`src/rtl/sram_ctrl_pkg.sv`:
```
// Shared constants for the SRAM bus controller: widths and FSM state encoding.
package sram_ctrl_pkg;

  localparam int unsigned AddrWDefault = 10;
  localparam int unsigned DataW        = 32;
  localparam int unsigned StrbW        = DataW / 8;

  // Controller states; kept as plain constants so older code can share the encoding.
  localparam logic [2:0] StIdle   = 3'd0;
  localparam logic [2:0] StRd     = 3'd1;
  localparam logic [2:0] StRdWait = 3'd2;
  localparam logic [2:0] StWr     = 3'd3;
  localparam logic [2:0] StResp   = 3'd4;

  localparam logic [StrbW-1:0] StrbFull = '1;

endpackage

```
`src/rtl/sram_byte_merge.sv`:
```
// Byte-lane merge: each byte comes from the new word when its strobe is set,
// otherwise from the old word read back from the SRAM.
module sram_byte_merge
  import sram_ctrl_pkg::*;
(
  input  logic [DataW-1:0] old_word_i,
  input  logic [DataW-1:0] new_word_i,
  input  logic [StrbW-1:0] strb_i,
  output logic [DataW-1:0] merged_o
);

  // Per-lane select between stored and incoming data.
  always_comb begin
    merged_o = old_word_i;
    for (int i = 0; i < int'(StrbW); i++) begin
      if (strb_i[i]) begin
        merged_o[8*i +: 8] = new_word_i[8*i +: 8];
      end
    end
  end

endmodule

```
`src/rtl/sram_bus_ctrl.sv`:
```
// CPU-bus to synchronous SRAM controller. Full-word writes go straight to the
// array; reads and partial writes first read the word, partial writes then
// write back a byte-merged word. Every output is driven from a flop.
module sram_bus_ctrl
  import sram_ctrl_pkg::*;
#(
  parameter int unsigned ADDR_W = AddrWDefault
) (
  input  logic              clk,
  input  logic              resetn,
  input  logic              mem_valid,
  output logic              mem_ready,
  input  logic [31:0]       mem_addr,
  input  logic [DataW-1:0]  mem_wdata,
  input  logic [StrbW-1:0]  mem_wstrb,
  output logic [DataW-1:0]  mem_rdata,
  output logic [ADDR_W-1:0] sram_A,
  output logic [DataW-1:0]  sram_D,
  output logic              sram_CEn,
  output logic              sram_WEn,
  output logic              sram_OEn,
  input  logic [DataW-1:0]  sram_Q
);

  logic [2:0]        state_q, state_d;
  logic [DataW-1:0]  wdata_q, wdata_d;
  logic [StrbW-1:0]  wstrb_q, wstrb_d;
  logic              ready_q, ready_d;
  logic [DataW-1:0]  rdata_q, rdata_d;
  logic [ADDR_W-1:0] addr_q, addr_d;
  logic [DataW-1:0]  dout_q, dout_d;
  logic              cen_q, cen_d;
  logic              wen_q, wen_d;
  logic              oen_q, oen_d;
  logic [DataW-1:0]  merged;

  // Byte lanes and word-offset bits outside the SRAM range are deliberately dropped.
  logic unused_addr_bits;
  assign unused_addr_bits = ^{mem_addr[31:ADDR_W+2], mem_addr[1:0]};

  sram_byte_merge u_merge (
    .old_word_i (sram_Q),
    .new_word_i (wdata_q),
    .strb_i     (wstrb_q),
    .merged_o   (merged)
  );

  // Next-state and next-output decode for the transaction sequencer.
  always_comb begin
    state_d = state_q;
    wdata_d = wdata_q;
    wstrb_d = wstrb_q;
    ready_d = 1'b0;
    rdata_d = rdata_q;
    addr_d  = addr_q;
    dout_d  = dout_q;
    cen_d   = cen_q;
    wen_d   = wen_q;
    oen_d   = oen_q;
    case (state_q)
      StIdle: begin
        if (mem_valid) begin
          addr_d  = mem_addr[ADDR_W+1:2];
          wdata_d = mem_wdata;
          wstrb_d = mem_wstrb;
          cen_d   = 1'b0;
          if (mem_wstrb == StrbFull) begin
            state_d = StWr;
            wen_d   = 1'b0;
            oen_d   = 1'b1;
            dout_d  = mem_wdata;
          end else begin
            state_d = StRd;
            wen_d   = 1'b1;
            oen_d   = 1'b0;
          end
        end
      end
      StRd: begin
        // Keep the chip enabled so the registered Q survives into the next cycle.
        state_d = StRdWait;
        oen_d   = 1'b1;
      end
      StRdWait: begin
        if (wstrb_q == '0) begin
          rdata_d = sram_Q;
          ready_d = 1'b1;
          cen_d   = 1'b1;
          state_d = StResp;
        end else begin
          dout_d  = merged;
          wen_d   = 1'b0;
          state_d = StWr;
        end
      end
      StWr: begin
        cen_d   = 1'b1;
        wen_d   = 1'b1;
        ready_d = 1'b1;
        state_d = StResp;
      end
      StResp: begin
        state_d = StIdle;
      end
      default: begin
        state_d = StIdle;
        cen_d   = 1'b1;
        wen_d   = 1'b1;
        oen_d   = 1'b1;
      end
    endcase
  end

  // State and output registers; reset parks the SRAM deselected.
  always_ff @(posedge clk or negedge resetn) begin
    if (!resetn) begin
      state_q <= StIdle;
      wdata_q <= '0;
      wstrb_q <= '0;
      ready_q <= 1'b0;
      rdata_q <= '0;
      addr_q  <= '0;
      dout_q  <= '0;
      cen_q   <= 1'b1;
      wen_q   <= 1'b1;
      oen_q   <= 1'b1;
    end else begin
      state_q <= state_d;
      wdata_q <= wdata_d;
      wstrb_q <= wstrb_d;
      ready_q <= ready_d;
      rdata_q <= rdata_d;
      addr_q  <= addr_d;
      dout_q  <= dout_d;
      cen_q   <= cen_d;
      wen_q   <= wen_d;
      oen_q   <= oen_d;
    end
  end

  assign mem_ready = ready_q;
  assign mem_rdata = rdata_q;
  assign sram_A    = addr_q;
  assign sram_D    = dout_q;
  assign sram_CEn  = cen_q;
  assign sram_WEn  = wen_q;
  assign sram_OEn  = oen_q;

endmodule

```
`config.mk`:
```
export PLATFORM = sky130hd
export DESIGN_NAME = sram_bus_ctrl
export DESIGN_NICKNAME = d
export VERILOG_FILES = /design/src/rtl/sram_ctrl_pkg.sv /design/src/rtl/sram_byte_merge.sv /design/src/rtl/sram_bus_ctrl.sv
export SDC_FILE = /design/constraint.sdc
export NUM_CORES = 1
export LEC_CHECK = 0
export CAP_MARGIN = 20
export CORE_ASPECT_RATIO = 0.75
export CORE_MARGIN = 4
export CORE_UTILIZATION = 35
export CTS_CLUSTER_DIAMETER = 120
export DETAILED_ROUTE_END_ITERATION = 12
export PLACE_DENSITY_LB_ADDON = 0.3
export SLEW_MARGIN = 40
export SYNTH_ARGS = -nofsm -noshare
export SYNTH_HDL_FRONTEND = slang
export SYNTH_SLANG_ARGS = --single-unit
```
`constraint.sdc`:
```
create_clock -name clk -period 1.55 [get_ports clk]
set_clock_uncertainty 0.05 [all_clocks]
set_input_delay 0.3875 -clock clk [delete_from_list [all_inputs] [get_ports clk]]
set_output_delay 0.3875 -clock clk [all_outputs]
set_load 0.05 [all_outputs]
```
# [Word level (Yosys, flattened, before mapping)]
# Index checks and enable logic that the tools add are counted.
# Widths: inputs -> output; s select.
[op_classes] n_reduce_logical=11 bitwise_logic=2 n_eq_ne=9 n_mux=24
[ops] cell="$mux 32" count=3
[ops] cell="$pmux 32 s2" count=1
[ops] cell="$mux 8" count=4
[ops] cell="$pmux 3 s4" count=1
[ops] cell="$mux 1" count=8
[ops] cell="$ne 2x2->1 const B" count=4
[ops] cell="$eq 3x2->1 const B" count=2
[ops] cell="$mux 3" count=2
[ops] cell="$pmux 1 s3" count=2
[ops] cell="$reduce_and 2->1" count=3
[ops] cell="$reduce_and 3->1" count=2
[ops] cell="$eq 4x4->1 const B" count=1
[ops] cell="$logic_not 4->1" count=1
[ops] cell="$pmux 1 s2" count=2
[ops] cell="$reduce_and 4->1" count=1
[ops] cell="$eq 3x1->1 const B" count=1
[ops] cell="$eq 3x3->1 const B" count=1
[ops] cell="$logic_not 3->1" count=1
[ops] cell="$reduce_or 3->1" count=1
[ops] cell="$mux 2" count=1
[ops] cell="$not 1->1" count=2
[ops] cell="$reduce_bool 2->1" count=1
[ops] cell="$reduce_or 2->1" count=1
[totals] out_inout_bits=78 reg_bits=117 word_cells=56

# [Longest topological paths before layout]
[depth] ltp_word=4 depth_mapped=7 mapped_depth_nobuf=4

# [Modules after synthesis]
# Synthesis repeated with hierarchy kept, for this count alone.
[unflattened] hier_cells=389 area_unflattened_um2=5276.3
[by_module_without_submodules] module="sram_bus_ctrl" n_inst=1 area_per_inst_um2=4750.8 cells_each=353
[by_module_without_submodules] module="sram_byte_merge" n_inst=1 area_per_inst_um2=525.5 cells_each=36

# [Least setup slack after synthesis]
# Ideal clock, no wire load.
[synth_timing] path_type="reg-to-reg" start="register state_q[0]" end="register addr_q[0], in the netlist sram_A[0]" setup_ns=0.125 path_slack_ns=-0.175 path_stages_with_launch=6 arrival_time_ns=1.551 cell_sequence="dfrtp_1 > buf_2 > nor4b_2 > buf_2 > buf_4 > mux2_2"
[synth_between] elab_chain_len=2
[synth_rtl] item="start: declaration" line="sram_bus_ctrl.sv:25" text="logic [2:0] state_q, state_d;"
[synth_rtl] item="start signal: assignment" line="sram_bus_ctrl.sv:117" text="state_q <= StIdle;"
[synth_rtl] item="start signal: assignment" line="sram_bus_ctrl.sv:128" text="state_q <= state_d;"
[synth_rtl] item="$logic_not 3->1" line="sram_bus_ctrl.sv:60" text="case (state_q)"
[synth_rtl] item="$reduce_and 2->1 (no line)"
[synth_rtl] item="end signal: assignment" line="sram_bus_ctrl.sv:133" text="addr_q <= addr_d;"
[synth_rtl] item="end: declaration" line="sram_bus_ctrl.sv:30" text="logic [ADDR_W-1:0] addr_q, addr_d;"
# Every way passes these cells.
# A chain may end at the register's enable or synchronous reset.

# [Worst setup path in the final report]
[layout_timing] start="register wstrb_q[1]" end="register dout_q[3], in the netlist sram_D[3]"
[layout_between] elab_chain_len=3
[layout_rtl] item="start: declaration" line="sram_bus_ctrl.sv:27" text="logic [StrbW-1:0] wstrb_q, wstrb_d;"
[layout_rtl] item="start signal: assignment" line="sram_bus_ctrl.sv:130" text="wstrb_q <= wstrb_d;"
[layout_rtl] item="$logic_not 4->1" line="sram_bus_ctrl.sv:85" text="if (wstrb_q == '0) begin"
[layout_rtl] item="$ne 2x2->1 (no line)"
[layout_rtl] item="$reduce_and 4->1 (no line)"
[layout_rtl] item="end signal: assignment" line="sram_bus_ctrl.sv:134" text="dout_q <= dout_d;"
[layout_rtl] item="end: declaration" line="sram_bus_ctrl.sv:31" text="logic [DataW-1:0] dout_q, dout_d;"
# Every way passes these cells.

==> run metrics <==
status finished with violations; failing checks setup timing; P_int 15.08 mW; hold violation count in the final report 0; vias in the first global route roughly 4,300; routed vias 3,949; sequential share of power roughly a quarter; CP Launch Type register; Combinational Power Share 59.3%; Starting Density 36.46%; met3 routed WL just over 1000 um; first-pass GRT wire length 23,230 um; R2R Setup Slk -0.23 ns; Layout Nets 720; Worst setup EP type register; Net Sw Power 10.09 mW; Placed Cells roughly 770; final setup vio count 111; Tmin final 1.783 ns; Avg Cell Area, Syn 12.34 um^2; vias per inst 4.787; Pre-antenna DRT Iters 4; DIE HEIGHT 112.5 um; worst reg2reg path endpoint sram_D[3]$_DFFE_PN0P_; Total GRT Usage between 10% and 20%; CP Max Fanout 16; DRT iter0 DRCs 111; Top FF cell, synth dfrtp_1; GR Overflow Total 0; buffers added on ports 158; Top Metal Used met4; cell count after synthesis between 400 and 500; post-synth cell types 32; synthesis-to-layout area growth 79.77%; TritonCTS clock tree yes; Placed Area 7906 um^2; Required @ worst endpoint 1.78 ns; PwrDens 2746 nW/um^2; antenna viol nets, final 0; r2r startpoint wstrb_q[1]$_DFFE_PN0P_; Post-Syn Area between 5000 and 6000 um^2; CP arrival 2.02 ns; RSZ-0062 raised after global routing true; share of cells above drive strength 1 45.08%; Finished Layout Cells between 800 and 900; Switching Share 40.08%; HPWL after DPL 9779 um; Max VDD drop 1.275 mV; Worst-path clk slew about 0.060 ns; Synthesized Nets 516; final period utilization 115.0%; H-tree depth 4; CTS buffer count 17; final instance area around 9200 um^2; Placer Congestion 0.7776; clk root buf clkbuf_16; Rows 37; Routed WL per cell 18.12 um; Max Slew Vio Count 0; num ports 181; Tightest Pin Transition 0.4219 ns; Clock Sinks 117; DRC viols 0; Worst Hold Class in -> async; reg2reg path depth 5; die width roughly 150 um; # diodes 0; Final Routed Wirelength 14,950 um; deepest clock path buffer count 2; met1 wire length between 6000 and 7000 um; Die ar. 16,580 um^2; Clock Power Share 15.9%; fmax 560.8 MHz; yosys warns 0; post-synthesis sequential area ratio 57.51%; post-layout util 65.55%; EDFF count, synth 0; largest net degree at the start of global routing 39; latest clock arrival within the worst-skew pair 0.41 ns; Post-synth ARST share 100.0%; metal2 WL about 7200 um; core area 13,980 um^2; Fill cells 1,034; initial antenna violation count 0; Crit Path Category reg -> reg; Final Worst Setup Slack -0.2332 ns; leakage 4.104 nW; Yosys reg bits 117; MaxCap Viol Count 0; Rel. slew slack a little under three quarters
[registers in the layout, summed over array words and instances, names as in the netlist]
name       count
mem_ready      1
mem_rdata     32
sram_D        32
sram_A        10
wstrb_q        4
sram_WEn       1
wdata_q       32
sram_OEn       1
state_q        3
sram_CEn       1
[timing repair]
action                                  4_1_cts  5_1_grt
endpoints found under the hold margin        20        0
pin swaps                                     3       13
hold buffers                                  1        0
gates resized for setup                      61       53
buffers inserted                              9        5
endpoints found under the setup margin      112      119
cloned                                        4        2
[worst max-delay path: stages (launching register included)]
cell and delay (ns):
dfrtp_1 0.38, or4_4 0.54, a22oi_2 0.23, buf_6 0.19, clkbuf_16 0.18, o21ai_1 0.08
[power by group through the flow]
| stage | logic [mW] | clock network [mW] | registers [mW] |
|---|---|---|---|
| CTS | 14.2 | 4.09 | 6.15 |
| detailed placement | 13.0 | 0 | 6.17 |
| global placement | 12.8 | 0 | 6.07 |
| finish | 14.9 | 4.01 | 6.23 |
| global route | 15.7 | 4.22 | 6.41 |
| floorplan | 3.94 | 0 | 9.01 |
[layer usage]
metal / up-vias / global-route usage [%]
met5: - / 0
met3: 17 / 6.820
met2: 110 / 29.33
met1: 1963 / 22.34
met4: 0 / 4.531
li1: 1859 / -
[final cells by class]
cell class / instances / area (um^2) / share of cell area, %
Clock buffer: 19 / 452.9 / 4.943
Clock inverter: 13 / 156.4 / 1.707
Inverter: 3 / 11.26 / 0.1229
Multi-Input combinational cell: 265 / 2287 / 24.96
Sequential cell: 117 / 2933 / 32.00
Tap cell: 195 / 244.0 / 2.662
Timing Repair Buffer: 213 / 3079 / 33.60
[through the flow]
step	power, mW	hold slack [ns]	setup TNS [ns]	worst slack (ns)
floorplan	12.95	0.04191	-4.940	-0.08576
global placement	18.86	0.2994	-36.30	-0.4427
global route	26.29	0.4726	-20.93	-0.2964
CTS	24.43	0.4237	-11.45	-0.1901
detailed placement	19.18	0.3023	-38.83	-0.5165
finish	25.17	0.4302	-14.34	-0.2332
[synthesized netlist by cell type, types with 2 or more instances]
| library cell | count | share of area, % |
|---|---|---|
| a21oi_1 | 4 | 0.39 |
| buf_2 | 7 | 0.69 |
| buf_4 | 11 | 1.6 |
| buf_6 | 5 | 1.1 |
| clkbuf_1 | 4 | 0.29 |
| dfrtp_1 | 114 | 56 |
| dfstp_2 | 3 | 1.5 |
| inv_1 | 2 | 0.15 |
| mux2_1 | 7 | 1.5 |
| mux2_2 | 71 | 16 |
| mux2i_1 | 32 | 6.3 |
| nand2_1 | 64 | 4.7 |
| nor2_1 | 4 | 0.29 |
| nor2b_1 | 2 | 0.25 |
| nor3_1 | 3 | 0.29 |
| o21ai_0 | 32 | 3.1 |
| o21ai_1 | 32 | 3.1 |
| o32a_1 | 2 | 0.39 |
[worst max path at each step]
stage                           startpoint                         to  slack (ns)  cells past startpoint
floorplan           wstrb_q[0]$_DFFE_PN0P_  mem_rdata[13]$_DFFE_PN0P_       -0.09                      5
global placement                 mem_valid      sram_A[4]$_DFFE_PN0P_       -0.44                      5
detailed placement               mem_valid      sram_D[7]$_DFFE_PN0P_       -0.52                      6
CTS                 wstrb_q[1]$_DFFE_PN0P_     sram_D[28]$_DFFE_PN0P_       -0.19                      6
global route        wstrb_q[1]$_DFFE_PN0P_     sram_D[22]$_DFFE_PN0P_       -0.30                      6
finish              wstrb_q[1]$_DFFE_PN0P_      sram_D[3]$_DFFE_PN0P_       -0.23                      5
[cells in the final DEF (no fill, tap or decap), types with 2 or more instances in the layout]
cell and count:
o21ai_0 32, buf_6 17, nor3_1 2, dfrtp_1 113, nor2b_1 2, mux2i_1 32, buf_4 20, a21oi_1 4
clkinvlp_4 2, o21ai_1 22, clkdlybuf4s50_1 79, buf_8 2, clkbuf_8 2, nand2_1 48, o21ai_2 10, nor2_1 3
mux2_2 25, mux2_4 53, buf_16 2, o32a_1 2, clkinv_4 3, nand2_2 14, inv_1 2, buf_12 90
clkinv_2 5, dfstp_2 3, bufinv_16 3, clkbuf_16 19, nand2_4 3
[logic make-up after synthesis]
kind of cell / after synthesis / share of synthesized area (%)
and+or+nand+nor: 81 / 7.192
muxes: 110 / 23.52
AOI/OAI and AO/OA: 74 / 7.757
buffers and inverters: 31 / 4.025
DFF: 117 / 57.51
Power figures use the tool's default switching activity.
